==> src/rtl/dmem_pkg.sv <==
// Shared types and widths for the store-buffered data-memory port.
// Optional store-to-load forwarding is enabled with the STORE_FORWARD_EN macro.
package dmem_pkg;

    localparam int unsigned DMEM_ADDR_W = 10;
    localparam int unsigned DMEM_DATA_W = 32;

    typedef enum logic {
        IDLE = 1'b0,
        REQ  = 1'b1
    } drain_state_t;

    // One buffered store: RAM word address plus data
    typedef struct packed {
        logic [DMEM_ADDR_W-1:0] addr;
        logic [DMEM_DATA_W-1:0] data;
    } sb_entry_t;

endpackage

==> src/rtl/store_buffer_dmem_if.sv <==
// Memory-stage and data-RAM signals of the store buffer, grouped in one bundle.
// slave = the store buffer itself; master = processor plus RAM side.
interface store_buffer_dmem_if
    import dmem_pkg::*;
#(
    parameter int unsigned ADDR_W = DMEM_ADDR_W,
    parameter int unsigned DATA_W = DMEM_DATA_W
);

    logic              wr_en;
    logic              rd_en;
    logic [31:0]       addr;
    logic [DATA_W-1:0] wdata;
    logic [DATA_W-1:0] rdata;
    logic              full;
    logic              empty;
    logic              overflow;

    logic              ram_req;
    logic [ADDR_W-1:0] ram_addr;
    logic [DATA_W-1:0] ram_wdata;
    logic              ram_ack;
    logic [ADDR_W-1:0] ram_raddr;
    logic [DATA_W-1:0] ram_rdata;

    modport slave (
        input  wr_en, rd_en, addr, wdata, ram_ack, ram_rdata,
        output rdata, full, empty, overflow, ram_req, ram_addr, ram_wdata, ram_raddr
    );

    modport master (
        output wr_en, rd_en, addr, wdata, ram_ack, ram_rdata,
        input  rdata, full, empty, overflow, ram_req, ram_addr, ram_wdata, ram_raddr
    );

endinterface

==> src/rtl/store_fifo.sv <==
// Circular store buffer: head/tail pointers, occupancy count, sticky overflow,
// and a per-entry valid vector so the top level can search pending stores.
module store_fifo
    import dmem_pkg::*;
#(
    parameter  int unsigned DEPTH = 4,
    localparam int unsigned PTR_W = $clog2(DEPTH)
) (
    input  logic             clk,
    input  logic             rst,
    input  logic             i_push_req,
    input  sb_entry_t        i_push_entry,
    input  logic             i_pop,
    output sb_entry_t        o_head_entry,
    output logic [PTR_W-1:0] o_head,
    output sb_entry_t        o_entries [DEPTH],
    output logic [DEPTH-1:0] o_valid,
    output logic             o_full,
    output logic             o_empty,
    output logic             o_overflow
);

    localparam int unsigned CNT_W = PTR_W + 1;

    sb_entry_t        r_mem [DEPTH];
    logic [PTR_W-1:0] r_head;
    logic [PTR_W-1:0] r_tail;
    logic [CNT_W-1:0] r_count;
    logic             r_overflow;
    logic             w_push;
    logic             w_pop;

    assign o_full  = (r_count == CNT_W'(DEPTH));
    assign o_empty = (r_count == '0);

    // A store arriving while full is dropped even if a pop frees a slot this cycle
    assign w_push = i_push_req && !o_full;
    assign w_pop  = i_pop && !o_empty;

    always_ff @(posedge clk or negedge rst) begin
        if (!rst) begin
            r_head     <= '0;
            r_tail     <= '0;
            r_count    <= '0;
            r_overflow <= 1'b0;
        end else begin
            if (w_push) begin
                r_tail <= r_tail + PTR_W'(1);
            end
            if (w_pop) begin
                r_head <= r_head + PTR_W'(1);
            end
            if (w_push && !w_pop) begin
                r_count <= r_count + CNT_W'(1);
            end else if (!w_push && w_pop) begin
                r_count <= r_count - CNT_W'(1);
            end
            if (i_push_req && o_full) begin
                r_overflow <= 1'b1;
            end
        end
    end

    // Payload storage needs no reset; validity comes from the pointers
    always_ff @(posedge clk) begin
        if (w_push) begin
            r_mem[r_tail] <= i_push_entry;
        end
    end

    // Entry i is live when its distance from head is below the count
    always_comb begin : p_valid
        logic [PTR_W-1:0] ofs;
        ofs     = '0;
        o_valid = '0;
        for (int unsigned i = 0; i < DEPTH; i++) begin
            ofs        = PTR_W'(i) - r_head;
            o_valid[i] = ({1'b0, ofs} < r_count);
        end
    end

    assign o_head_entry = r_mem[r_head];
    assign o_head       = r_head;
    assign o_entries    = r_mem;
    assign o_overflow   = r_overflow;

endmodule

==> src/rtl/store_buffer_dmem.sv <==
// Write-buffered data-memory port: stores queue in store_fifo and drain over req/ack;
// loads return combinationally. STORE_FORWARD_EN adds youngest-match store forwarding.
// ADDR_W/DATA_W must match the dmem_pkg entry widths.
module store_buffer_dmem
    import dmem_pkg::*;
#(
    parameter int unsigned DEPTH  = 4,
    parameter int unsigned ADDR_W = DMEM_ADDR_W,
    parameter int unsigned DATA_W = DMEM_DATA_W
) (
    input  logic                clk,
    input  logic                rst,
    store_buffer_dmem_if.slave  sb
);

    localparam int unsigned PTR_W = $clog2(DEPTH);

    logic [ADDR_W-1:0] w_word;
    sb_entry_t         w_push_entry;
    sb_entry_t         w_head_entry;
    sb_entry_t         w_entries [DEPTH];
    logic [DEPTH-1:0]  w_valid;
    logic [PTR_W-1:0]  w_head;
    logic              w_full;
    logic              w_empty;
    logic              w_overflow;
    logic              w_pop;
    logic              w_fwd_hit;
    logic [DATA_W-1:0] w_fwd_data;
    logic              w_unused_addr;

    drain_state_t      r_state;
    logic              r_ram_req;
    logic [ADDR_W-1:0] r_ram_addr;
    logic [DATA_W-1:0] r_ram_wdata;

    assign w_word        = sb.addr[ADDR_W+1:2];
    assign w_unused_addr = ^{sb.addr[31:ADDR_W+2], sb.addr[1:0]};
    assign w_push_entry  = '{addr: w_word, data: sb.wdata};

    // The entry under request is popped only when the RAM acknowledges it
    assign w_pop = (r_state == REQ) && sb.ram_ack;

    store_fifo #(
        .DEPTH (DEPTH)
    ) u_fifo (
        .clk          (clk),
        .rst          (rst),
        .i_push_req   (sb.wr_en),
        .i_push_entry (w_push_entry),
        .i_pop        (w_pop),
        .o_head_entry (w_head_entry),
        .o_head       (w_head),
        .o_entries    (w_entries),
        .o_valid      (w_valid),
        .o_full       (w_full),
        .o_empty      (w_empty),
        .o_overflow   (w_overflow)
    );

    // Drain FSM: latch head onto the RAM bus, hold it until ack
    always_ff @(posedge clk or negedge rst) begin
        if (!rst) begin
            r_state     <= IDLE;
            r_ram_req   <= 1'b0;
            r_ram_addr  <= '0;
            r_ram_wdata <= '0;
        end else begin
            case (r_state)
                IDLE: begin
                    if (!w_empty) begin
                        r_ram_addr  <= w_head_entry.addr;
                        r_ram_wdata <= w_head_entry.data;
                        r_ram_req   <= 1'b1;
                        r_state     <= REQ;
                    end
                end
                REQ: begin
                    if (sb.ram_ack) begin
                        r_ram_req <= 1'b0;
                        r_state   <= IDLE;
                    end
                end
                default: begin
                    r_ram_req <= 1'b0;
                    r_state   <= IDLE;
                end
            endcase
        end
    end

`ifdef STORE_FORWARD_EN
    // Walk oldest to youngest so the last match (nearest tail) wins
    always_comb begin : p_forward
        logic [PTR_W-1:0] idx;
        idx        = w_head;
        w_fwd_hit  = 1'b0;
        w_fwd_data = '0;
        for (int unsigned k = 0; k < DEPTH; k++) begin
            if (w_valid[idx] && (w_entries[idx].addr == w_word)) begin
                w_fwd_hit  = 1'b1;
                w_fwd_data = w_entries[idx].data;
            end
            idx = idx + PTR_W'(1);
        end
    end
`else
    logic             w_unused_fwd;
    logic [DEPTH-1:0] w_unused_entries;

    assign w_fwd_hit    = 1'b0;
    assign w_fwd_data   = '0;
    assign w_unused_fwd = ^{w_valid, w_head};
    for (genvar g = 0; g < DEPTH; g++) begin : g_unused_entries
        assign w_unused_entries[g] = ^w_entries[g];
    end
`endif

    assign sb.rdata     = sb.rd_en ? (w_fwd_hit ? w_fwd_data : sb.ram_rdata) : '0;
    assign sb.ram_raddr = w_word;
    assign sb.full      = w_full;
    assign sb.empty     = w_empty;
    assign sb.overflow  = w_overflow;
    assign sb.ram_req   = r_ram_req;
    assign sb.ram_addr  = r_ram_addr;
    assign sb.ram_wdata = r_ram_wdata;

endmodule

==> src/flat_wrapper.sv <==
// flat-port wrapper written by rule: the top's interface ports become plain ports
module store_buffer_dmem_flat import dmem_pkg::*;
#(
    parameter int unsigned DEPTH  = 4,
    parameter int unsigned ADDR_W = DMEM_ADDR_W,
    parameter int unsigned DATA_W = DMEM_DATA_W
)
  (clk, rst, sb_wr_en, sb_rd_en, sb_addr, sb_wdata, sb_ram_ack, sb_ram_rdata, sb_rdata, sb_full, sb_empty, sb_overflow, sb_ram_req, sb_ram_addr, sb_ram_wdata, sb_ram_raddr);
  store_buffer_dmem_if #(.ADDR_W(ADDR_W), .DATA_W(DATA_W)) sb_i ();
  input  logic clk;
  input  logic rst;
  input wire logic [$bits(sb_i.wr_en)-1:0] sb_wr_en;
  input wire logic [$bits(sb_i.rd_en)-1:0] sb_rd_en;
  input wire logic [$bits(sb_i.addr)-1:0] sb_addr;
  input wire logic [$bits(sb_i.wdata)-1:0] sb_wdata;
  input wire logic [$bits(sb_i.ram_ack)-1:0] sb_ram_ack;
  input wire logic [$bits(sb_i.ram_rdata)-1:0] sb_ram_rdata;
  output wire logic [$bits(sb_i.rdata)-1:0] sb_rdata;
  output wire logic [$bits(sb_i.full)-1:0] sb_full;
  output wire logic [$bits(sb_i.empty)-1:0] sb_empty;
  output wire logic [$bits(sb_i.overflow)-1:0] sb_overflow;
  output wire logic [$bits(sb_i.ram_req)-1:0] sb_ram_req;
  output wire logic [$bits(sb_i.ram_addr)-1:0] sb_ram_addr;
  output wire logic [$bits(sb_i.ram_wdata)-1:0] sb_ram_wdata;
  output wire logic [$bits(sb_i.ram_raddr)-1:0] sb_ram_raddr;
  assign sb_i.wr_en = sb_wr_en;
  assign sb_i.rd_en = sb_rd_en;
  assign sb_i.addr = sb_addr;
  assign sb_i.wdata = sb_wdata;
  assign sb_i.ram_ack = sb_ram_ack;
  assign sb_i.ram_rdata = sb_ram_rdata;
  assign sb_rdata = sb_i.rdata;
  assign sb_full = sb_i.full;
  assign sb_empty = sb_i.empty;
  assign sb_overflow = sb_i.overflow;
  assign sb_ram_req = sb_i.ram_req;
  assign sb_ram_addr = sb_i.ram_addr;
  assign sb_ram_wdata = sb_i.ram_wdata;
  assign sb_ram_raddr = sb_i.ram_raddr;
  store_buffer_dmem #(.DEPTH(DEPTH), .ADDR_W(ADDR_W), .DATA_W(DATA_W)) u_core (.clk(clk), .rst(rst), .sb(sb_i));
endmodule
==> config.mk <==
export PLATFORM = sky130hd
export DESIGN_NAME = store_buffer_dmem_flat
export DESIGN_NICKNAME = d
export VERILOG_FILES = /design/src/rtl/dmem_pkg.sv /design/src/rtl/store_buffer_dmem_if.sv /design/src/rtl/store_fifo.sv /design/src/rtl/store_buffer_dmem.sv /design/src/flat_wrapper.sv
export SDC_FILE = /design/constraint.sdc
export NUM_CORES = 1
export LEC_CHECK = 0
export CAP_MARGIN = 10
export CELL_PAD_IN_SITES_DETAIL_PLACEMENT = 1
export CELL_PAD_IN_SITES_GLOBAL_PLACEMENT = 1
export CORE_MARGIN = 2
export CORE_UTILIZATION = 43
export CTS_BUF_LIST = sky130_fd_sc_hd__clkbuf_16
export DETAILED_ROUTE_END_ITERATION = 10
export PLACE_DENSITY_LB_ADDON = 0.08
export SYNTH_ARGS = -nofsm -noshare
export SYNTH_HDL_FRONTEND = slang
export SYNTH_HIERARCHICAL = 1
export SYNTH_SLANG_ARGS = --single-unit
==> constraint.sdc <==
create_clock -name clk -period 2.39 [get_ports clk]
set_input_delay 0.478 -clock clk [delete_from_list [all_inputs] [get_ports clk]]
set_output_delay 0.478 -clock clk [all_outputs]
set_load 0.02 [all_outputs]
==> metrics.yaml <==
power_and_ir_drop:
  power_density_nw_per_um2: 1240
  switching_share: 0.285
  power_switching_mw: 4.06
  pwr-share-seq: 0.402
  clkPwrFrac: 0.272
  p_int_mw: 10.2
  p_leak_nw: 4.47
  comb_power_share: 0.326
  irDropWorstVdd_v: 0.000803
place:
  port_buffers: 166
  place_hpwl_um: 11400
  placed_cell_area_um2: 10600
  place.gp.congestion: 0.687
final_layout:
  antenna_cells: 0
  area_growth_pct: 35.0
  design_area_um2: 11500
  drive_above_1_share: 0.265
  utilization: 0.592
  nets: 690
run_status:
  outcome: "completed"
floorplanning:
  core_um2: 19500
  die_w_um: 145
  row_count: 51
  pin_count: 189
  fp.dieH_um: 145
  start_util: 0.438
  die_area_um2: 21000
timing:
  setup_viol: 0
  timing.slew.headroom: 0.518
  maxSlewViolCount: 0
  final_hold_viol_count: 0
  fin_crit_sh: 0.909
  fin_crit_ns: 2.17
  rsz0062_at_grt: "false"
  clock_skew_ns: 0.00713
  fmax_ghz: 0.461
  worst_slew_pin_slew_ns: 0.721
cts:
  cts_tree: "yes"
  worstSkewPairLatency_ns: 0.49
  cts_root_buf: "clkbuf_16"
  htreeDepth: 1
  cts_buffers: 23
  clk_pin_slew_ns: 0.06
  clockBufferDepth: 3
  clock_sinks: 220
global_routing:
  grt_pass1_wl_um: 26500
  grt_pass1_vias: 4723
  grt_overflow_total: 0
  antenna_found_initial: 0
  grt_max_degree: 53
  grt_usage: 0.169
routing:
  vias_per_cell: 4.97
  detail_route.wirelength_um: 17700
  drt-initial-drc-count: 102
  drt_first_pass_iters: 4
  vias: 4294
  postRouteAntennaNets: 0
  drc: 0
  wl_per_cell_um: 20.5
yosys:
  syn_avg_cell_area_um2: 21.4
  syn_inst: 399
  yosys_warnings: 6
  syn_nets: 506
  syn-cell-area_um2: 8530
setup_path:
  cp_common_cell: "clkdlybuf4s50_1"
  arrival_ns: 1.69
  critPathMaxFanout: 5
  critPathSlowestCell: "clkdlybuf4s50_1"
  rr_startpoint: "u_core/u_fifo/r_count[1]$_DFFE_PN0P_"
  path_buf_inv: 2
  worstSetupPathType: "in -> out"
  crit_start: "sb_addr[2]"
  worstSetupStartpointType: "input pin"
  critPathCaptureType: "output port"
  cp_top_family: "buffers and inverters"
  crit_chain: "clkdlybuf4s50_1 > clkdlybuf4s50_1"
  cp_slowest_stage_delay_ns: 0.65
  critPathRequiredTime_ns: 1.91
job:
  cap_viol_max_count: 0
min_path:
  min_from: "u_core/u_fifo/o_overflow$_DFFE_PN0P_"
  hold_class: "reg -> reg"
==> cell usage in the layout, fill, tap and decap left out, types with 2 or more instances in the layout <==
master	count
edfxtp_1	168
clkdlybuf4s50_1	131
dfrtp_1	50
mux4_2	42
mux2_2	33
dlymetal6s2s_1	32
and2_1	32
clkbuf_16	23
mux2_4	11
buf_12	10
buf_4	10
clkinvlp_4	7
bufinv_16	6
and2_2	5
ha_1	5
inv_1	4
xnor2_1	4
clkinv_2	2
dlygate4sd2_1	2
a21oi_1	2
nand2b_1	2
xor2_1	2
==> what timing repair did <==
action / in CTS / in global routing
setup endpoints to repair: 1 / 32
hold buffers: 1 / 0
buffers inserted: 0 / 0
hold endpoints to repair: 43 / 0
gates resized for setup: 3 / 32
==> power by group through the flow <==
stage / sequential, mW / clock (mW) / combinational, mW
4_1_cts: 5.75 / 3.98 / 4.76
2_1_floorplan: 6.10 / 0 / 2.53
3_5_place_dp: 5.81 / 0 / 4.75
6_report: 5.72 / 3.87 / 4.64
5_1_grt: 5.84 / 4.14 / 4.97
3_3_place_gp: 5.74 / 0 / 4.66
==> per-stage QoR <==
stage / hold slack [ns] / cells / TNS, ns / total power [mW] / setup WS (ns)
floorplan: 0.182 / 399 / 0 / 8.63 / 0.162
global placement: 0.443 / 822 / 0 / 10.4 / 0.0369
detailed placement: 0.448 / 822 / -0.00220 / 10.6 / -0.00220
CTS: 0.462 / 864 / 0 / 14.5 / 0.000877
global route: 0.480 / 864 / 0 / 15.0 / 0.0163
finish: 0.456 / 864 / 0 / 14.2 / 0.219
==> layout make-up <==
| type | instances | area (µm²) |
|---|---|---|
| flip-flops and latches | 220 | 6350 |
| clock inverters | 18 | 264 |
| fillers | 1660 | 7950 |
| clock buffers | 23 | 576 |
| well taps | 265 | 332 |
| multi-input cells | 147 | 1960 |
| inverters | 4 | 15.0 |
| repair buffers | 187 | 2020 |
==> registers in the layout, summed over array words and instances (netlist names) <==
name,cells
u_core/sb.ram_wdata,32
u_core/u_fifo/o_entries,168
u_core/sb.ram_req,1
u_core/u_fifo/r_tail,2
u_core/u_fifo/o_head,2
u_core/r_state,1
u_core/u_fifo/r_count,3
u_core/u_fifo/o_overflow,1
u_core/sb.ram_addr,10
==> metal layers <==
layer	wire length, µm	global-route usage	vias up
li1	-	-	1911
met1	6820	0.202	2213
met2	9400	0.312	145
met3	1220	0.0342	25
met4	311	0.0434	0
met5	0	0	-
==> worst paths after layout <==
check / endpoint / slack (ns) / depth (start not counted)
setup / recovery: sb_ram_raddr[0] / 0.22 / 2
min in group asynchronous: u_core/sb.ram_wdata[11]$_DFFE_PN0P_ / 0.53 / 3
hold / removal: u_core/u_fifo/o_overflow$_DFFE_PN0P_ / 0.46 / 1
hold reg to reg: u_core/u_fifo/o_overflow$_DFFE_PN0P_ / 0.46 / 1
setup reg to reg: u_core/u_fifo/r_count[2]$_DFFE_PN0P_ / 0.28 / 8
max in group asynchronous: u_core/u_fifo/o_head[0]$_DFFE_PN0P_ / 1.57 / 3
Power figures use the tool's default switching activity.
==> patch 1, RTL diff (same settings) <==
`DEPTH` is set to 4 in 3 places; all go to 8.
--- a/src/rtl/store_fifo.sv
+++ b/src/rtl/store_fifo.sv
@@ -3,7 +3,7 @@
 module store_fifo
     import dmem_pkg::*;
 #(
-    parameter  int unsigned DEPTH = 4,
+    parameter  int unsigned DEPTH = 8,
     localparam int unsigned PTR_W = $clog2(DEPTH)
 ) (
     input  logic             clk,
--- a/src/rtl/store_buffer_dmem.sv
+++ b/src/rtl/store_buffer_dmem.sv
@@ -4,7 +4,7 @@
 module store_buffer_dmem
     import dmem_pkg::*;
 #(
-    parameter int unsigned DEPTH  = 4,
+    parameter int unsigned DEPTH  = 8,
     parameter int unsigned ADDR_W = DMEM_ADDR_W,
     parameter int unsigned DATA_W = DMEM_DATA_W
 ) (
--- a/src/flat_wrapper.sv
+++ b/src/flat_wrapper.sv
@@ -1,7 +1,7 @@
 // flat-port wrapper written by rule: the top's interface ports become plain ports
 module store_buffer_dmem_flat import dmem_pkg::*;
 #(
-    parameter int unsigned DEPTH  = 4,
+    parameter int unsigned DEPTH  = 8,
     parameter int unsigned ADDR_W = DMEM_ADDR_W,
     parameter int unsigned DATA_W = DMEM_DATA_W
 )
Formal check against the unedited RTL: not equivalent (a bounded check fails within 10 cycles, from zero or initial values and one cycle with rst low).
==> patch 1 against the unedited design <==
Register-to-register slack got worse by 0.12 ns. Sequential cell count up 171. Power increased by 64%. Critical path depth up 2. Clock power rose by 56%. Routed wire length is 94% higher. Highest routed layer unchanged. Combinational power up 70%. Non-clock buffer count increased by 45. Design area increased by 69%. Core utilization fell by 4.1 points. Worst setup slack got worse by 0.17 ns. Hold slack improved by 0.0086 ns. Synthesized area rose by 80%. Critical endpoint is now sb_rdata[24]. Synthesized cell count rose by 110%.
==> patch 1: results (changes against the unedited design) <==
run status -> finished clean
drt initial violations -> 365 (+260%)
YS warnings -> 6 (unchanged)
Via density -> 5.28 (+6.2%)
DRT Pass-1 Iters -> 4 (unchanged)
Reg2Reg Launch Point -> u_core/u_fifo/r_count[2]$_DFFE_PN0P_
vias in the first global route -> 8794 (+86%)
Crit path arrival time -> 1.86 ns (+0.17 ns)
min-delay src -> u_core/u_fifo/o_overflow$_DFFE_PN0P_
max reg flops -> 336 (+100%)
total track usage -> 18.9% (+2.0 points)
Crit-path slowest cell -> clkdlybuf4s50_1
initial antenna violation count -> 0 (unchanged)
GRT met1 Usage -> 25.0% (+4.8 points)
Root Driver -> clkbuf_16
Post-Route WL -> 34.5 mm (+94%)
Hold Path Class -> reg -> reg
r2r setup slk -> 0.16 ns (-0.12 ns)
Crit. Startpoint -> sb_rd_en
Endpoint, Worst Hold -> u_core/u_fifo/o_overflow$_DFFE_PN0P_
Final period util -> 97.9% (+7.0 points)
leakage -> 0.00734 uW (+64%)
Setup Skew -> 0.0170 ns (+0.00990 ns)
met2 Use GR -> 33.2% (+2.0 points)
final net count -> 1164 (+69%)
fillers -> 3254 (+96%)
largest net degree at the start of global routing -> 37 (-30%)
CTS buffer count -> 42 (+83%)
PortBufs -> 166 (unchanged)
# H-tree levels -> 2 (+1)
worst-path maximum fanout -> 6 (+1)
Pins Over Slew Limit -> 0 (unchanged)
Worst R2R End -> u_core/u_fifo/r_count[3]$_DFFE_PN0P_
global routing usage on met3 -> 2.52% (-0.91 points)
Final HPWL DP -> 21.6 mm (+89%)
Reg2Reg Depth -> 10 (+2)
# diodes -> 0 (unchanged)
maximum VDD drop -> 0.567 mV (-29%)
clk buf depth -> 3 (unchanged)
max_slew headroom -> 57.1% (+5.3 points)
routability cong. -> 0.693 (+0.87%)
hold path cells -> 1 (unchanged)
first-pass GRT wire length -> 52.5 mm (+99%)
WHS -> 0.464 ns (+0.00859 ns)
Clock transition at path regs -> 0.06 ns (about the same)
share of cells above drive strength 1 -> 17.1% (-9.5 points)
syn nets -> 945 (+87%)
Largest stage delay, worst path -> 0.62 ns (-0.03 ns)
latest clock arrival within the worst-skew pair -> 0.53 ns (+0.04 ns)
patch 1: metal layers:
metal | wire length [um] | share of wire [%]
met4 | 523 | 1.5
met3 | 1220 | 3.5
met1 | 14900 | 43
met5 | 0 | 0
met2 | 17800 | 52
patch 1: metrics by stage:
stage	setup TNS (ns)	worst slack, ns	cell area, um2	std cells	util [%]
4_1_cts	0	0.00590	19400	1551	54.9
5_1_grt	0	0.00322	19500	1551	55.1
3_5_place_dp	-0.313	-0.0909	18200	1472	51.3
6_report	0	0.0509	19500	1551	55.1
3_3_place_gp	-0.0939	-0.0592	18200	1472	51.3
2_1_floorplan	-92.50	-0.566	15500	837	-
patch 1: worst max-delay path by stage:
stage                                                         to  depth (start not counted)  slack [ns]
final                                               sb_rdata[24]                          4        0.05
after global routing                                 sb_rdata[9]                          4       0.003
after CTS                                            sb_rdata[5]                          4       0.006
after detailed placement    u_core/u_fifo/r_count[3]$_DFFE_PN0P_                         10       -0.09
after global placement      u_core/u_fifo/r_count[3]$_DFFE_PN0P_                         10       -0.06
after floorplan           u_core/u_fifo/o_entries[100]$_DFFE_PP_                          5       -0.57
patch 1: final cells by class:
type                    instances  area share (%)
clock buffers                  42            5.39
clock inverters                36            1.24
inverters                       7           0.135
multi-input cells             382            18.7
flip-flops and latches        391            58.9
well taps                     461            2.96
repair buffers                232            12.7
patch 1: what timing repair did:
| item | 4_1_cts | 5_1_grt |
|---|---|---|
| cloned | 0 | 0 |
| hold buffers | 1 | 0 |
| endpoints found under the setup margin | 18 | 16 |
| setup buffers | 0 | 0 |
| pin swaps | 0 | 1 |
| hold endpoints to repair | 26 | 0 |
| resized for setup | 19 | 16 |
patch 1: report_power, final:
part | internal (uW) | total, uW | switching [uW]
sequential | 8790 | 9510 | 720
combinational | 3790 | 7870 | 4080
clock | 3510 | 6040 | 2520
patch 1: worst max-delay path, delay by kind of cell:
family        cells  cell delay [ns]
buf+inv           3             1.26
simple gates      1             0.12
==> patch 2, RTL diff (config.mk and constraints unchanged) <==
Made on the original files. Reset style: synchronous (`rst`), changed in 2 clocked blocks.
--- a/src/rtl/store_fifo.sv
+++ b/src/rtl/store_fifo.sv
@@ -37,7 +37,7 @@
     assign w_push = i_push_req && !o_full;
     assign w_pop  = i_pop && !o_empty;
 
-    always_ff @(posedge clk or negedge rst) begin
+    always_ff @(posedge clk) begin
         if (!rst) begin
             r_head     <= '0;
             r_tail     <= '0;
--- a/src/rtl/store_buffer_dmem.sv
+++ b/src/rtl/store_buffer_dmem.sv
@@ -59,7 +59,7 @@
     );
 
     // Drain FSM: latch head onto the RAM bus, hold it until ack
-    always_ff @(posedge clk or negedge rst) begin
+    always_ff @(posedge clk) begin
         if (!rst) begin
             r_state     <= IDLE;
             r_ram_req   <= 1'b0;
Behaviour: differs if rst is asserted again (counterexample within 4 cycles, from zero or initial values and one cycle with rst low); with rst held inactive, the same outputs for 4 cycles.
==> patch 2 against the unedited design <==
Count of clock-buffer cells in the layout up 2. Sequential share of layout area down 1.9 points. Power down 12%. Combinational power down 23%. Maximum frequency down 6.8%. Global-route usage up 2.4 points. Sequential cell count unchanged. Worst setup slack worse by 0.16 ns. Via count up 17%. Routed wire length up 13%. Synthesized area up 1.3%. Synthesized cell count up 29%. Sequential power down 9.1%. Design area down 0.71%. Largest cell class unchanged.
==> patch 2: results (changes against the unedited design) <==
dpl cells -> 924 (+12%)
Internal Pwr Total -> 8580 uW (-16%)
# diodes -> 0 (unchanged)
# H-tree levels -> 1 (unchanged)
drt initial violations -> 248 (+140%)
leakage -> 0.00389 uW (-13%)
min-delay src -> rst
worst-path maximum fanout -> 10 (+5)
final net count -> 793 (+15%)
initial antenna violation count -> 0 (unchanged)
Setup Skew -> 0.0282 ns (+0.0210 ns)
Endpoint, Worst Hold -> u_core/sb.ram_wdata[21]$_SDFFE_PN0P_
Crit path arrival time -> 1.85 ns (+0.16 ns)
run status -> finished clean
total track usage -> 19.3% (+2.4 points)
clk buf depth -> 3 (unchanged)
max reg flops -> 168 (unchanged)
Post-Route WL -> 20.1 mm (+13%)
Clock transition at path regs -> 0.06 ns (about the same)
first-pass GRT wire length -> 32.2 mm (+22%)
routability cong. -> 0.744 (+8.3%)
Reg2Reg Depth -> 8 (unchanged)
Final period util -> 97.5% (+6.7 points)
largest net degree at the start of global routing -> 55 (+3.8%)
final setup violation count -> 0 (unchanged)
vias in the first global route -> 5569 (+18%)
syn nets -> 623 (+23%)
hold path cells -> 3 (+2)
maximum VDD drop -> 0.764 mV (-4.8%)
CTS buffer count -> 25 (+8.7%)
latest clock arrival within the worst-skew pair -> 0.52 ns (+0.03 ns)
r2r setup slk -> 0.27 ns
dpl ws -> -0.132 ns (-0.130 ns)
max_slew headroom -> 62.5% (+11 points)
Syn Area/Cell -> 16.8 um2 (-22%)
WHS -> 0.321 ns (-0.135 ns)
DRT Pass-1 Iters -> 4 (unchanged)
share of cells above drive strength 1 -> 19.7% (-6.8 points)
Final HPWL DP -> 12.9 mm (+13%)
Via density -> 5.18 (+4.2%)
post-CTS setup buffer count -> 0 (unchanged)
post-route insts no fill -> 970 (+12%)
Reg2Reg Launch Point -> u_core/u_fifo/r_count[0]$_SDFFE_PN0P_
Worst R2R End -> u_core/u_fifo/r_count[2]$_SDFFE_PN0P_
PortBufs -> 166 (unchanged)
Hold Path Class -> in -> reg
fillers -> 1843 (+11%)
Root Driver -> clkbuf_16
YS warnings -> 6 (unchanged)
Fin. Hold Viols -> 0 (unchanged)
patch 2: what timing repair did:
item                                    4_1_cts  5_1_grt
endpoints found under the setup margin       23        1
pin swaps                                     0        0
gates cloned                                  0        0
resized for setup                            23        1
hold buffers                                  0        0
patch 2: how the worst max path moves through the flow:
stage,startpoint,end,depth (start not counted)
6_report,sb_rd_en,sb_rdata[10],4
2_1_floorplan,u_core/u_fifo/r_count[0]$_SDFFE_PN0P_,u_core/u_fifo/o_entries[0]$_DFFE_PP_,5
5_1_grt,sb_rd_en,sb_rdata[10],4
3_3_place_gp,sb_ram_ack,u_core/u_fifo/r_count[2]$_SDFFE_PN0P_,9
4_1_cts,sb_rd_en,sb_rdata[10],4
3_5_place_dp,sb_ram_ack,u_core/u_fifo/r_count[2]$_SDFFE_PN0P_,9
patch 2: area by class of cell:
class | count | area share, %
Clock inverter | 21 | 1.65
Timing Repair Buffer | 194 | 17.1
Tap cell | 265 | 2.90
Inverter | 4 | 0.131
Clock buffer | 25 | 5.47
Sequential cell | 220 | 53.3
Multi-Input combinational cell | 241 | 19.5
patch 2: layer usage:
metal / vias up / global-route usage, % / share of wire, % / routed length [um]
met1: 2542 / 24.5 / 42 / 8330
met2: 131 / 34.6 / 52 / 10500
li1: 2324 / - / - / -
met3: 25 / 3.39 / 4.6 / 917
met4: 0 / 4.61 / 1.8 / 351
met5: - / 0 / 0 / 0
patch 2: power by group through the flow:
| stage | sequential, uW | combinational, uW | clock (uW) |
|---|---|---|---|
| after floorplan | 5560 | 1810 | 0 |
| after global placement | 5240 | 3580 | 0 |
| after detailed placement | 5290 | 3650 | 0 |
| after CTS | 5220 | 3650 | 3800 |
| after global routing | 5280 | 3870 | 3950 |
| final | 5200 | 3590 | 3710 |
patch 2: worst max-delay path: stages:
cell and delay [ns]:
clkdlybuf4s50_1 0.47, buf_4 0.14, and2_1 0.14, clkdlybuf4s50_1 0.62
patch 2: stage by stage:
stage,area [um2],utilization [%],power [uW]
after global placement,10600,54.3,8810
final,11400,58.4,12500
after floorplan,8640,-,7370
after CTS,11400,58.4,12700
after detailed placement,10600,54.3,8940
after global routing,11400,58.4,13100
